==> src/rtl/csr_trap_unit_if.sv <==
// -----------------------------------------------------------------------------
// csr_trap_unit_if
// Bundles the execute-stage side of the machine-mode CSR file / trap unit.
//
// Strobe semantics: i_CSR_EN and i_RETIRE are single-cycle qualifiers. The
// unit samples them on every i_CLK edge and never applies back-pressure. A
// CSR access or a boundary is accepted in the cycle its strobe is high.
// All o_* outputs except o_IN_TRAP and o_DBG_STATE are combinational from
// the current inputs and the registered CSR state.
//
// Signals (core -> unit):
//   i_CSR_EN, i_CSR_FUNCT3, i_CSR_ADDR, i_CSR_WDATA : CSR instruction
//   i_RETIRE, i_MRET, i_PC, i_INSTR                 : instruction boundary
//   i_IRQ[NUM_IRQ-1:0]                              : external interrupts
// Signals (unit -> core):
//   o_CSR_RDATA : old value of the addressed CSR
//   o_TRAP      : take-trap request
//   o_TRAP_PC   : handler target while o_TRAP=1
//   o_MEPC      : current mepc (MRET target)
//   o_IN_TRAP   : handler executing
//   o_DBG_STATE : raw trap FSM state (0 = RUN, 1 = HANDLER)
// Modports: master = core side, slave = csr_trap_unit.
// -----------------------------------------------------------------------------
interface csr_trap_unit_if #(
    parameter int NUM_IRQ = 6
);
    logic               i_CSR_EN;
    logic [2:0]         i_CSR_FUNCT3;
    logic [11:0]        i_CSR_ADDR;
    logic [31:0]        i_CSR_WDATA;
    logic               i_RETIRE;
    logic               i_MRET;
    logic [31:0]        i_PC;
    logic [31:0]        i_INSTR;
    logic [NUM_IRQ-1:0] i_IRQ;
    logic [31:0]        o_CSR_RDATA;
    logic               o_TRAP;
    logic [31:0]        o_TRAP_PC;
    logic [31:0]        o_MEPC;
    logic               o_IN_TRAP;
    logic               o_DBG_STATE;

    modport master (
        output i_CSR_EN, i_CSR_FUNCT3, i_CSR_ADDR, i_CSR_WDATA,
        output i_RETIRE, i_MRET, i_PC, i_INSTR, i_IRQ,
        input  o_CSR_RDATA, o_TRAP, o_TRAP_PC, o_MEPC, o_IN_TRAP, o_DBG_STATE
    );

    modport slave (
        input  i_CSR_EN, i_CSR_FUNCT3, i_CSR_ADDR, i_CSR_WDATA,
        input  i_RETIRE, i_MRET, i_PC, i_INSTR, i_IRQ,
        output o_CSR_RDATA, o_TRAP, o_TRAP_PC, o_MEPC, o_IN_TRAP, o_DBG_STATE
    );
endinterface

==> src/rtl/csr_trap_unit.sv <==
// -----------------------------------------------------------------------------
// csr_trap_unit
// Machine-mode CSR file and trap controller. Holds mstatus (MIE/MPIE), mie,
// mtvec, mscratch, mepc, mcause, mtval, an edge-latched mip and a 64-bit
// mcycle counter. It decides at each retirement boundary whether to redirect
// to the trap handler and tracks RUN/HANDLER state, including MRET.
//
// Ports:
//   i_CLK   : clock
//   i_RSTn  : synchronous, active-low reset
//   bus     : csr_trap_unit_if.slave (CSR access, boundary, IRQs, results)
//
// Build option:
//   CSR_TIMER_EN : adds mtimecmp (0x7C0/0x7C1), the level-sensitive timer
//                  pending bit mip[7], writable mie[7] and cause 7.
// -----------------------------------------------------------------------------
module csr_trap_unit #(
    parameter int NUM_IRQ = 6
) (
    input  logic           i_CLK,
    input  logic           i_RSTn,
    csr_trap_unit_if.slave bus
);
    typedef enum logic {ST_RUN = 1'b0, ST_HANDLER = 1'b1} state_t;

    localparam logic [11:0] A_MSTATUS  = 12'h300;
    localparam logic [11:0] A_MIE      = 12'h304;
    localparam logic [11:0] A_MTVEC    = 12'h305;
    localparam logic [11:0] A_MSCRATCH = 12'h340;
    localparam logic [11:0] A_MEPC     = 12'h341;
    localparam logic [11:0] A_MCAUSE   = 12'h342;
    localparam logic [11:0] A_MTVAL    = 12'h343;
    localparam logic [11:0] A_MIP      = 12'h344;
    localparam logic [11:0] A_MCYCLE   = 12'hB00;
    localparam logic [11:0] A_MCYCLEH  = 12'hB80;

    // Writable mie bits: one per external line starting at bit 16.
    localparam logic [31:0] EXT_MASK = ((32'd1 << NUM_IRQ) - 32'd1) << 16;
`ifdef CSR_TIMER_EN
    localparam logic [11:0] A_MTIMECMP  = 12'h7C0;
    localparam logic [11:0] A_MTIMECMPH = 12'h7C1;
    localparam logic [31:0] MIE_MASK    = EXT_MASK | 32'h0000_0080;
`else
    localparam logic [31:0] MIE_MASK    = EXT_MASK;
`endif

    state_t             state_q, state_d;
    logic               mie_bit_q, mie_bit_d;   // mstatus.MIE
    logic               mpie_q, mpie_d;         // mstatus.MPIE
    logic [31:0]        mie_q, mie_d;
    logic [31:0]        mtvec_q, mtvec_d;
    logic [31:0]        mscratch_q, mscratch_d;
    logic [31:0]        mepc_q, mepc_d;
    logic [31:0]        mcause_q, mcause_d;
    logic [31:0]        mtval_q, mtval_d;
    logic [NUM_IRQ-1:0] pend_q, pend_d;         // mip[16 +: NUM_IRQ]
    logic [NUM_IRQ-1:0] irq_prev_q, irq_prev_d;
    logic [63:0]        mcycle_q, mcycle_d;
`ifdef CSR_TIMER_EN
    logic [63:0]        mtimecmp_q, mtimecmp_d;
`endif

    logic [31:0]        mip_val;
    logic [31:0]        rdata;
    logic [31:0]        pending;
    logic [4:0]         code;
    logic               trap;
    logic [31:0]        trap_pc;
    logic               csr_we;
    logic [31:0]        csr_new;
    logic [NUM_IRQ-1:0] pend_clr;

    // Visible mip: latched external bits plus the live timer comparison.
    always_comb begin
        mip_val = 32'd0;
        mip_val[16 +: NUM_IRQ] = pend_q;
`ifdef CSR_TIMER_EN
        mip_val[7] = (mcycle_q >= mtimecmp_q);
`endif
    end

    always_comb begin
        rdata = 32'd0;
        case (bus.i_CSR_ADDR)
            A_MSTATUS:   rdata = {24'd0, mpie_q, 3'd0, mie_bit_q, 3'd0};
            A_MIE:       rdata = mie_q;
            A_MTVEC:     rdata = mtvec_q;
            A_MSCRATCH:  rdata = mscratch_q;
            A_MEPC:      rdata = mepc_q;
            A_MCAUSE:    rdata = mcause_q;
            A_MTVAL:     rdata = mtval_q;
            A_MIP:       rdata = mip_val;
            A_MCYCLE:    rdata = mcycle_q[31:0];
            A_MCYCLEH:   rdata = mcycle_q[63:32];
`ifdef CSR_TIMER_EN
            A_MTIMECMP:  rdata = mtimecmp_q[31:0];
            A_MTIMECMPH: rdata = mtimecmp_q[63:32];
`endif
            default:     rdata = 32'd0;
        endcase
    end

    // Fixed priority: timer first, then the lowest-numbered external line.
    // The loop runs high-to-low so the lowest index overwrites last.
    always_comb begin
        pending = mip_val & mie_q;
        code    = 5'd0;
        for (int i = NUM_IRQ - 1; i >= 0; i--) begin
            if (pending[16 + i]) code = 5'(16 + i);
        end
        if (pending[7]) code = 5'd7;
        trap    = bus.i_RETIRE & ~bus.i_MRET & mie_bit_q & (|pending);
        trap_pc = {mtvec_q[31:2], 2'b00} + (mtvec_q[0] ? {25'd0, code, 2'b00} : 32'd0);
    end

    // funct3[1:0]: 01 write, 10 set, 11 clear, 00 no write.
    always_comb begin
        csr_we = bus.i_CSR_EN & (bus.i_CSR_FUNCT3[1:0] != 2'b00);
        case (bus.i_CSR_FUNCT3[1:0])
            2'b01:   csr_new = bus.i_CSR_WDATA;
            2'b10:   csr_new = rdata | bus.i_CSR_WDATA;
            default: csr_new = rdata & ~bus.i_CSR_WDATA;
        endcase
    end

    // Next-state: CSR writes first, then trap entry / MRET override the
    // mstatus/mepc/mcause/mtval fields they own.
    always_comb begin
        state_d    = state_q;
        mie_bit_d  = mie_bit_q;
        mpie_d     = mpie_q;
        mie_d      = mie_q;
        mtvec_d    = mtvec_q;
        mscratch_d = mscratch_q;
        mepc_d     = mepc_q;
        mcause_d   = mcause_q;
        mtval_d    = mtval_q;
        pend_clr   = '0;
        mcycle_d   = mcycle_q + 64'd1;
`ifdef CSR_TIMER_EN
        mtimecmp_d = mtimecmp_q;
`endif
        if (csr_we) begin
            case (bus.i_CSR_ADDR)
                A_MSTATUS: begin
                    mie_bit_d = csr_new[3];
                    mpie_d    = csr_new[7];
                end
                A_MIE:       mie_d      = csr_new & MIE_MASK;
                A_MTVEC:     mtvec_d    = csr_new & 32'hFFFF_FFFD;
                A_MSCRATCH:  mscratch_d = csr_new;
                A_MEPC:      mepc_d     = csr_new & 32'hFFFF_FFFC;
                A_MCAUSE:    mcause_d   = csr_new;
                A_MTVAL:     mtval_d    = csr_new;
                // Only a clear reaches mip; write/set are ignored.
                A_MIP: if (bus.i_CSR_FUNCT3[1:0] == 2'b11) pend_clr = bus.i_CSR_WDATA[16 +: NUM_IRQ];
`ifdef CSR_TIMER_EN
                A_MTIMECMP:  mtimecmp_d[31:0]  = csr_new;
                A_MTIMECMPH: mtimecmp_d[63:32] = csr_new;
`endif
                default: ;
            endcase
        end

        // Set after clear: a fresh edge in the same cycle survives the clear.
        pend_d     = (pend_q & ~pend_clr) | (bus.i_IRQ & ~irq_prev_q);
        irq_prev_d = bus.i_IRQ;

        if (trap) begin
            mepc_d    = bus.i_PC & 32'hFFFF_FFFC;
            mtval_d   = bus.i_INSTR;
            mcause_d  = {1'b1, 26'd0, code};
            mpie_d    = mie_bit_q;
            mie_bit_d = 1'b0;
            state_d   = ST_HANDLER;
        end else if (bus.i_RETIRE && bus.i_MRET) begin
            mie_bit_d = mpie_q;
            mpie_d    = 1'b1;
            state_d   = ST_RUN;
        end
    end

    always_ff @(posedge i_CLK) begin
        if (!i_RSTn) begin
            state_q    <= ST_RUN;
            mie_bit_q  <= 1'b0;
            mpie_q     <= 1'b0;
            mie_q      <= 32'd0;
            mtvec_q    <= 32'd0;
            mscratch_q <= 32'd0;
            mepc_q     <= 32'd0;
            mcause_q   <= 32'd0;
            mtval_q    <= 32'd0;
            pend_q     <= '0;
            irq_prev_q <= '0;
            mcycle_q   <= 64'd0;
`ifdef CSR_TIMER_EN
            mtimecmp_q <= '1;
`endif
        end else begin
            state_q    <= state_d;
            mie_bit_q  <= mie_bit_d;
            mpie_q     <= mpie_d;
            mie_q      <= mie_d;
            mtvec_q    <= mtvec_d;
            mscratch_q <= mscratch_d;
            mepc_q     <= mepc_d;
            mcause_q   <= mcause_d;
            mtval_q    <= mtval_d;
            pend_q     <= pend_d;
            irq_prev_q <= irq_prev_d;
            mcycle_q   <= mcycle_d;
`ifdef CSR_TIMER_EN
            mtimecmp_q <= mtimecmp_d;
`endif
        end
    end

    assign bus.o_CSR_RDATA = rdata;
    assign bus.o_TRAP      = trap;
    assign bus.o_TRAP_PC   = trap_pc;
    assign bus.o_MEPC      = mepc_q;
    assign bus.o_IN_TRAP   = (state_q == ST_HANDLER);
    assign bus.o_DBG_STATE = state_q;
endmodule

==> src/flat_wrapper.sv <==
// flat-port wrapper written by rule: the top's interface ports become plain ports
module csr_trap_unit_flat 
#(
    parameter int NUM_IRQ = 6
)
  (i_CLK, i_RSTn, bus_i_CSR_EN, bus_i_CSR_FUNCT3, bus_i_CSR_ADDR, bus_i_CSR_WDATA, bus_i_RETIRE, bus_i_MRET, bus_i_PC, bus_i_INSTR, bus_i_IRQ, bus_o_CSR_RDATA, bus_o_TRAP, bus_o_TRAP_PC, bus_o_MEPC, bus_o_IN_TRAP, bus_o_DBG_STATE);
  csr_trap_unit_if #(.NUM_IRQ(NUM_IRQ)) bus_i ();
  input  logic i_CLK;
  input  logic i_RSTn;
  input wire logic [$bits(bus_i.i_CSR_EN)-1:0] bus_i_CSR_EN;
  input wire logic [$bits(bus_i.i_CSR_FUNCT3)-1:0] bus_i_CSR_FUNCT3;
  input wire logic [$bits(bus_i.i_CSR_ADDR)-1:0] bus_i_CSR_ADDR;
  input wire logic [$bits(bus_i.i_CSR_WDATA)-1:0] bus_i_CSR_WDATA;
  input wire logic [$bits(bus_i.i_RETIRE)-1:0] bus_i_RETIRE;
  input wire logic [$bits(bus_i.i_MRET)-1:0] bus_i_MRET;
  input wire logic [$bits(bus_i.i_PC)-1:0] bus_i_PC;
  input wire logic [$bits(bus_i.i_INSTR)-1:0] bus_i_INSTR;
  input wire logic [$bits(bus_i.i_IRQ)-1:0] bus_i_IRQ;
  output wire logic [$bits(bus_i.o_CSR_RDATA)-1:0] bus_o_CSR_RDATA;
  output wire logic [$bits(bus_i.o_TRAP)-1:0] bus_o_TRAP;
  output wire logic [$bits(bus_i.o_TRAP_PC)-1:0] bus_o_TRAP_PC;
  output wire logic [$bits(bus_i.o_MEPC)-1:0] bus_o_MEPC;
  output wire logic [$bits(bus_i.o_IN_TRAP)-1:0] bus_o_IN_TRAP;
  output wire logic [$bits(bus_i.o_DBG_STATE)-1:0] bus_o_DBG_STATE;
  assign bus_i.i_CSR_EN = bus_i_CSR_EN;
  assign bus_i.i_CSR_FUNCT3 = bus_i_CSR_FUNCT3;
  assign bus_i.i_CSR_ADDR = bus_i_CSR_ADDR;
  assign bus_i.i_CSR_WDATA = bus_i_CSR_WDATA;
  assign bus_i.i_RETIRE = bus_i_RETIRE;
  assign bus_i.i_MRET = bus_i_MRET;
  assign bus_i.i_PC = bus_i_PC;
  assign bus_i.i_INSTR = bus_i_INSTR;
  assign bus_i.i_IRQ = bus_i_IRQ;
  assign bus_o_CSR_RDATA = bus_i.o_CSR_RDATA;
  assign bus_o_TRAP = bus_i.o_TRAP;
  assign bus_o_TRAP_PC = bus_i.o_TRAP_PC;
  assign bus_o_MEPC = bus_i.o_MEPC;
  assign bus_o_IN_TRAP = bus_i.o_IN_TRAP;
  assign bus_o_DBG_STATE = bus_i.o_DBG_STATE;
  csr_trap_unit #(.NUM_IRQ(NUM_IRQ)) u_core (.i_CLK(i_CLK), .i_RSTn(i_RSTn), .bus(bus_i));
endmodule
==> config.mk <==
export PLATFORM = sky130hd
export DESIGN_NAME = csr_trap_unit_flat
export DESIGN_NICKNAME = d
export VERILOG_FILES = /design/src/rtl/csr_trap_unit_if.sv /design/src/rtl/csr_trap_unit.sv /design/src/flat_wrapper.sv
export SDC_FILE = /design/constraint.sdc
export NUM_CORES = 1
export LEC_CHECK = 0
export CORE_MARGIN = 1
export CORE_UTILIZATION = 58
export CTS_CLUSTER_DIAMETER = 80
export DETAILED_ROUTE_END_ITERATION = 12
export GPL_ROUTABILITY_DRIVEN = 1
export HOLD_SLACK_MARGIN = 0.12
export PLACE_DENSITY = 0.95
export SETUP_SLACK_MARGIN = 0.02
export SYNTH_ARGS = -nofsm -noshare
export SYNTH_HDL_FRONTEND = slang
export SYNTH_SLANG_ARGS = --single-unit
==> constraint.sdc <==
create_clock -name i_CLK -period 8.55 [get_ports i_CLK]
set_clock_uncertainty 0.2 [all_clocks]
set_input_delay 1.71 -clock i_CLK [delete_from_list [all_inputs] [get_ports i_CLK]]
set_output_delay 1.71 -clock i_CLK [all_outputs]
set_load 0.01 [all_outputs]
# Yosys cells after proc, flatten, opt, wreduce, memory -nomap -nowiden
# Cells that the tools add are included.
# Widths: inputs -> output; s select.
[op_classes] eq_ne=13 addsub=2 mux=31 bitwise_logic=15 reduce_logical=22
[ops] cell="$pmux 32 s10" count=1
[ops] cell="$mux 32" count=9
[ops] cell="$eq 12x10->1 const B" count=8
[ops] cell="$add 64x1->64 const B" count=1
[ops] cell="$pmux 32 s2" count=1
[ops] cell="$mux 5" count=7
[ops] cell="$add 32x32->32" count=1
[ops] cell="$and 32x32->32" count=1
[ops] cell="$not 32->32" count=1
[ops] cell="$or 32x32->32" count=1
[ops] cell="$reduce_or 32->1" count=1
[ops] cell="$eq 12x12->1 const B" count=2
[ops] cell="$and 22x22->22" count=1
[ops] cell="$mux 6" count=3
[ops] cell="$reduce_and 2->1" count=9
[ops] cell="$reduce_bool 2->1" count=8
[ops] cell="$and 6x6->6" count=2
[ops] cell="$not 6->6" count=2
[ops] cell="$mux 1" count=9
[ops] cell="$mux 7" count=1
[ops] cell="$or 6x6->6" count=1
[ops] cell="$reduce_bool 3->1" count=2
[ops] cell="$and 1x1->1" count=4
[ops] cell="$eq 2x2->1 const B" count=2
[ops] cell="4 further kinds" count=5
[totals] register_bits=242 output_inout_bits=99

# Logic depth before layout (Yosys ltp)
[logic_depth] word_depth=10 mapped_depth=15

# Worst setup path after synthesis
# Ideal clock, no wire load.
[synth_timing] path_kind="input to output" start="in bus_i_CSR_ADDR[7]" end="out bus_o_CSR_RDATA[22]" n_path_buf=3 t_arrival_ps=3511 setup_slack_ps=3129 cell_stages=7 path_cell_list="buf_6 or4_4 buf_6 nor4_2 clkbuf_1 a22o_1 or2_2"
[synth_between] elab_chain_len=2
[synth_rtl] element="start, declared" line_no="flat_wrapper.sv:12" text="input wire logic [$bits(bus_i.i_CSR_ADDR)-1:0] bus_i_CSR_ADDR;"
[synth_rtl] element="$eq 12x12->1 or $eq 12x10->1 (tied branches)" line_no="csr_trap_unit.sv:84" text="case (bus.i_CSR_ADDR)"
[synth_rtl] element="$pmux 32 s10 *" line_no="csr_trap_unit.sv:84"
[synth_rtl] element="end, declared" line_no="flat_wrapper.sv:19" text="output wire logic [$bits(bus_i.o_CSR_RDATA)-1:0] bus_o_CSR_RDATA;"
# Every way passes the cells marked *; elsewhere a longest branch is shown, timed or not.

# Worst setup path in the final report
[layout_timing] start="in bus_i_CSR_ADDR[6]" end="out bus_o_CSR_RDATA[11]"
# Same word-level chain as after synthesis.

==> impl_metrics.py <==
metrics = {
    "worst_setup_path": {
        "path_common_cell": "sky130_fd_sc_hd__clkdlybuf4s50_1",
        "critical_path_arrival_ns": 5.39,
        "critical_path.endpoint_type": "output pin",
        "r2r_cells": 6,
        "max_stage_delay_ns": 0.85,
        "worstPathMaxFanout": 37,
        "r2r_setup_slack_ns": 5.02,
        "cp.required_ns": 6.64,
        "critical_path_class": "primary input to output pin",
        "critPathSlowestCell": "sky130_fd_sc_hd__or3_1",
        "rr_endpoint": "u_core.bus.o_MEPC[24]",
        "cp_cell_sequence": "clkdlybuf4s50_1, buf_4, nand4bb_1, or3_1, o22ai_1, a221o_1, clkdlybuf4s50_1",
        "critPathLaunchType": "primary input",
        "worstReg2RegStart": "u_core.pend_q[4]",
    },
    "synthesis": {
        "synth_edf_count": 0,
        "async_flop_share": 0,
        "post_synth_main_area_contributors": "sky130_fd_sc_hd__dfxtp_1, sky130_fd_sc_hd__o21ai_0, sky130_fd_sc_hd__nand2_1",
        "synth_seq_area_share": 0.3735,
        "most_used_flip_flop_cell_after_synthesis": "sky130_fd_sc_hd__dfxtp_1",
        "synth_top_area_frac": 0.3735,
        "post-synth-top-area-cell": "sky130_fd_sc_hd__dfxtp_1",
        "ys_warn_count": 0,
        "netlist_instances": 1610,
        "syn-cell-area_um2": 12970,
        "synth_area_per_cell_um2": 8.056,
        "synthDistinctLibCells": 71,
        "synth.ff_latch_count": 242,
    },
    "detailed_routing": {
        "routed_wirelength_mm": 47.93,
        "viasPerCell": 6.968,
        "route.detailed.drc": 0,
        "post_drt_wl_per_cell_um": 23.43,
        "detailroute.via_count": 14256,
        "drt_pass1_iterations": 9,
        "antenna_violating_nets_post_route": 0,
        "detailedRoute.firstIterationViolations": 2171,
    },
    "global_routing": {
        "grtUsageTotal": 0.4097,
        "grt_pass1_vias": 13673,
        "grt_max_degree": 94,
        "initial_antenna_violation_count": 1,
        "grt_pass1_wl_mm": 73.07,
        "gr-total-overflow": 0,
    },
    "floorplan": {
        "chipHeight_um": 151.5,
        "num_rows": 54,
        "die_w_um": 151.5,
        "core-area_um2": 21890,
        "start_util": 0.5925,
        "top_level_ports": 221,
        "design.die.area_um2": 22960,
    },
    "final_layout": {
        "fillerInstances": 1587,
        "relative_area_change_from_synthesis_to_final_layout_pct": 23.69,
        "multi_input_area_um2": 7531,
        "final-seq-area_um2": 4845,
        "final_cell_count_no_fill": 2046,
        "nNetsFinal": 1878,
        "final_layout_size_suffix_gt1_frac": 0.07989,
    },
    "placed_design": {
        "place.port_buffers": 213,
        "gp_congestion": 1.004,
        "dp_cells": 1998,
        "dp.final_hpwl_mm": 32.02,
    },
    "hold_path": {
        "whs_path_depth": 2,
        "holdPathEnd": "u_core.mcause_q[30]",
        "hp-class": "flop to flop",
        "hold_start": "u_core.mcause_q[30]",
    },
    "clock_network": {
        "cts_resized": 0,
        "cts_made_buffers": 26,
        "cts.hold.buffers_added": 0,
        "clkLatencyLatePin_ns": 0.54,
        "clock_pin_slew_worst_setup_and_hold_paths_ns": 0.07,
        "cts.sinks": 242,
        "clockBufferDepth": 3,
        "cts_setup_buffers": 0,
        "tritoncts": "done",
        "cts.root.buffer_cell": "sky130_fd_sc_hd__clkbuf_16",
        "h-tree-depth": 1,
    },
    "power_and_ir_drop": {
        "static-leakage-power_nw": 5.865,
        "power_mw": 2.562,
        "vdd_ir_drop_max_mv": 0.1680,
        "pwr_density_cell_nw_per_um2": 159.7,
    },
    "sta": {
        "setup-tns-final_ns": 0,
        "achievable_clock_frequency_mhz": 137.0,
        "finalCriticalPeriod_ns": 7.297,
        "grt_setup_unrepaired": "no",
        "layout_worst_path_cycle_share": 0.8535,
        "max_slew_violations": 0,
        "final_count_of_negative_setup_slack_endpoints": 0,
        "tightest_slew_ns": 1.221,
        "hold_viol": 0,
        "worst_slew_margin_rel": 0.1791,
    },
    "run_status": {
        "run_status": "complete, no violations",
    },
    "job": {
        "drv_cap": 0,
    },
}
[metrics by stage]
stage               cell area (um2)  utilization  setup slack, ns  hold WS [ns]
floorplan                     12980            -            3.129        0.2212
global placement              15100       0.6899            1.583        0.2312
detailed placement            15100       0.6899            1.540        0.2420
CTS                           16040       0.7327            1.498        0.2532
global route                  16040       0.7327            1.293        0.2749
finish                        16040       0.7329            1.253        0.2541
[worst max-delay path, delay by kind of cell]
kind / cells / cell delay (ns)
buf+inv: 3 / 1.62
compound gates: 2 / 0.82
simple gates: 2 / 1.21
[routing by layer]
metal / GRT usage / vias up / wire length [um]
li1: - / 6115 / -
met1: 0.5058 / 6606 / 16670
met2: 0.6477 / 1241 / 21360
met3: 0.1243 / 294 / 7179
met4: 0.2005 / 0 / 2728
met5: 0 / - / 0
[cell families after synthesis]
logic type	synth area share
other	0.0002891
xor gates and xnor gates	0.05672
AOI/OAI and AO/OA	0.2104
adders and majority gates	0.01023
and+or+nand+nor	0.2411
buffers and inverters	0.04949
muxes	0.05827
DFF	0.3735
[layout by cell type, fill, tap and decap left out, types with 16 or more instances in the layout]
cell type | Yosys | layout
sky130_fd_sc_hd__and3_1 | 41 | 41
sky130_fd_sc_hd__xor2_1 | 53 | 53
sky130_fd_sc_hd__a22o_1 | 17 | 17
sky130_fd_sc_hd__dfxtp_1 | 242 | 242
sky130_fd_sc_hd__nand3_1 | 94 | 94
sky130_fd_sc_hd__o22ai_1 | 53 | 53
sky130_fd_sc_hd__inv_1 | 19 | 19
sky130_fd_sc_hd__a21oi_1 | 67 | 67
sky130_fd_sc_hd__xnor2_1 | 31 | 31
sky130_fd_sc_hd__buf_4 | 5 | 24
sky130_fd_sc_hd__mux2_2 | 36 | 36
sky130_fd_sc_hd__clkdlybuf4s50_1 | 0 | 211
sky130_fd_sc_hd__nand4_1 | 50 | 50
sky130_fd_sc_hd__and2_1 | 37 | 38
sky130_fd_sc_hd__a22oi_1 | 26 | 26
sky130_fd_sc_hd__nor2_1 | 123 | 123
sky130_fd_sc_hd__mux2i_1 | 35 | 35
sky130_fd_sc_hd__clkbuf_16 | 0 | 27
sky130_fd_sc_hd__o21ai_0 | 139 | 139
sky130_fd_sc_hd__nand2_1 | 180 | 180
sky130_fd_sc_hd__o221ai_1 | 16 | 16
sky130_fd_sc_hd__o31ai_1 | 17 | 17
[state kept, by name, indices dropped and copies added (netlist names)]
| signal | cells |
|---|---|
| u_core.bus.o_MEPC | 30 |
| u_core.mcause_q | 32 |
| u_core.mtval_q | 32 |
| u_core.pend_q | 6 |
| u_core.irq_prev_q | 6 |
| u_core.mie_bit_q | 1 |
| u_core.mtvec_q | 31 |
| u_core.mscratch_q | 32 |
| u_core.mcycle_q | 64 |
| u_core.mie_q | 6 |
| u_core.mpie_q | 1 |
| u_core.bus.o_DBG_STATE | 1 |
[power by group]
part | switching (mW) | internal [mW] | leakage [nW]
Sequential | 0.00553 | 1.13 | 1.95
Combinational | 0.113 | 0.0774 | 3.44
Clock | 0.479 | 0.753 | 0.468
[worst max-delay path by stage]
| stage | start | endpoint | slack, ns | cells past startpoint |
|---|---|---|---|---|
| 2_1_floorplan | bus_i_CSR_ADDR[7] | bus_o_CSR_RDATA[22] | 3.13 | 7 |
| 3_3_place_gp | bus_i_CSR_ADDR[6] | bus_o_CSR_RDATA[11] | 1.58 | 7 |
| 3_5_place_dp | bus_i_CSR_ADDR[6] | bus_o_CSR_RDATA[11] | 1.54 | 7 |
| 4_1_cts | bus_i_CSR_ADDR[6] | bus_o_CSR_RDATA[11] | 1.50 | 7 |
| 5_1_grt | bus_i_CSR_ADDR[6] | bus_o_CSR_RDATA[11] | 1.29 | 7 |
| 6_report | bus_i_CSR_ADDR[6] | bus_o_CSR_RDATA[11] | 1.25 | 7 |
[Yosys cell counts (4+ instances only)]
cell type / number
sky130_fd_sc_hd__a221o_1: 14
sky130_fd_sc_hd__clkbuf_1: 98
sky130_fd_sc_hd__mux2i_1: 35
sky130_fd_sc_hd__nor4_1: 9
sky130_fd_sc_hd__buf_6: 4
sky130_fd_sc_hd__nand3_1: 94
sky130_fd_sc_hd__buf_4: 5
sky130_fd_sc_hd__a21oi_1: 67
sky130_fd_sc_hd__nor4_2: 4
sky130_fd_sc_hd__or2_2: 12
sky130_fd_sc_hd__a211oi_1: 10
sky130_fd_sc_hd__nand2b_1: 11
sky130_fd_sc_hd__a32oi_1: 11
sky130_fd_sc_hd__o21ai_0: 139
sky130_fd_sc_hd__a211o_1: 5
sky130_fd_sc_hd__a32o_1: 5
sky130_fd_sc_hd__a22oi_1: 26
sky130_fd_sc_hd__and3_1: 41
sky130_fd_sc_hd__o221ai_1: 16
sky130_fd_sc_hd__and4_1: 14
sky130_fd_sc_hd__buf_1: 6
sky130_fd_sc_hd__ha_1: 9
sky130_fd_sc_hd__nor3_1: 10
sky130_fd_sc_hd__xnor2_1: 31
sky130_fd_sc_hd__buf_2: 18
sky130_fd_sc_hd__a222oi_1: 4
sky130_fd_sc_hd__o31ai_1: 17
sky130_fd_sc_hd__nor2_1: 123
sky130_fd_sc_hd__inv_1: 19
sky130_fd_sc_hd__dfxtp_1: 242
sky130_fd_sc_hd__and2_1: 37
sky130_fd_sc_hd__nand2_1: 180
sky130_fd_sc_hd__xor2_1: 53
sky130_fd_sc_hd__o22ai_1: 53
sky130_fd_sc_hd__a31oi_1: 12
sky130_fd_sc_hd__nor2b_1: 6
sky130_fd_sc_hd__mux2_2: 36
sky130_fd_sc_hd__o21ai_1: 10
sky130_fd_sc_hd__o21a_1: 6
sky130_fd_sc_hd__a22o_1: 17
sky130_fd_sc_hd__nand4_1: 50
sky130_fd_sc_hd__or3_1: 7
[area by class of cell]
cell class	instances	area share
clock buffer	35	0.04835
inverter	21	0.004913
clock inverter	12	0.01014
tap	280	0.02184
multi-input combinational	1219	0.4694
timing repair buffer	236	0.1432
antenna	1	0.0001560
sequential	242	0.3020
Power figures use the tool's default switching activity.
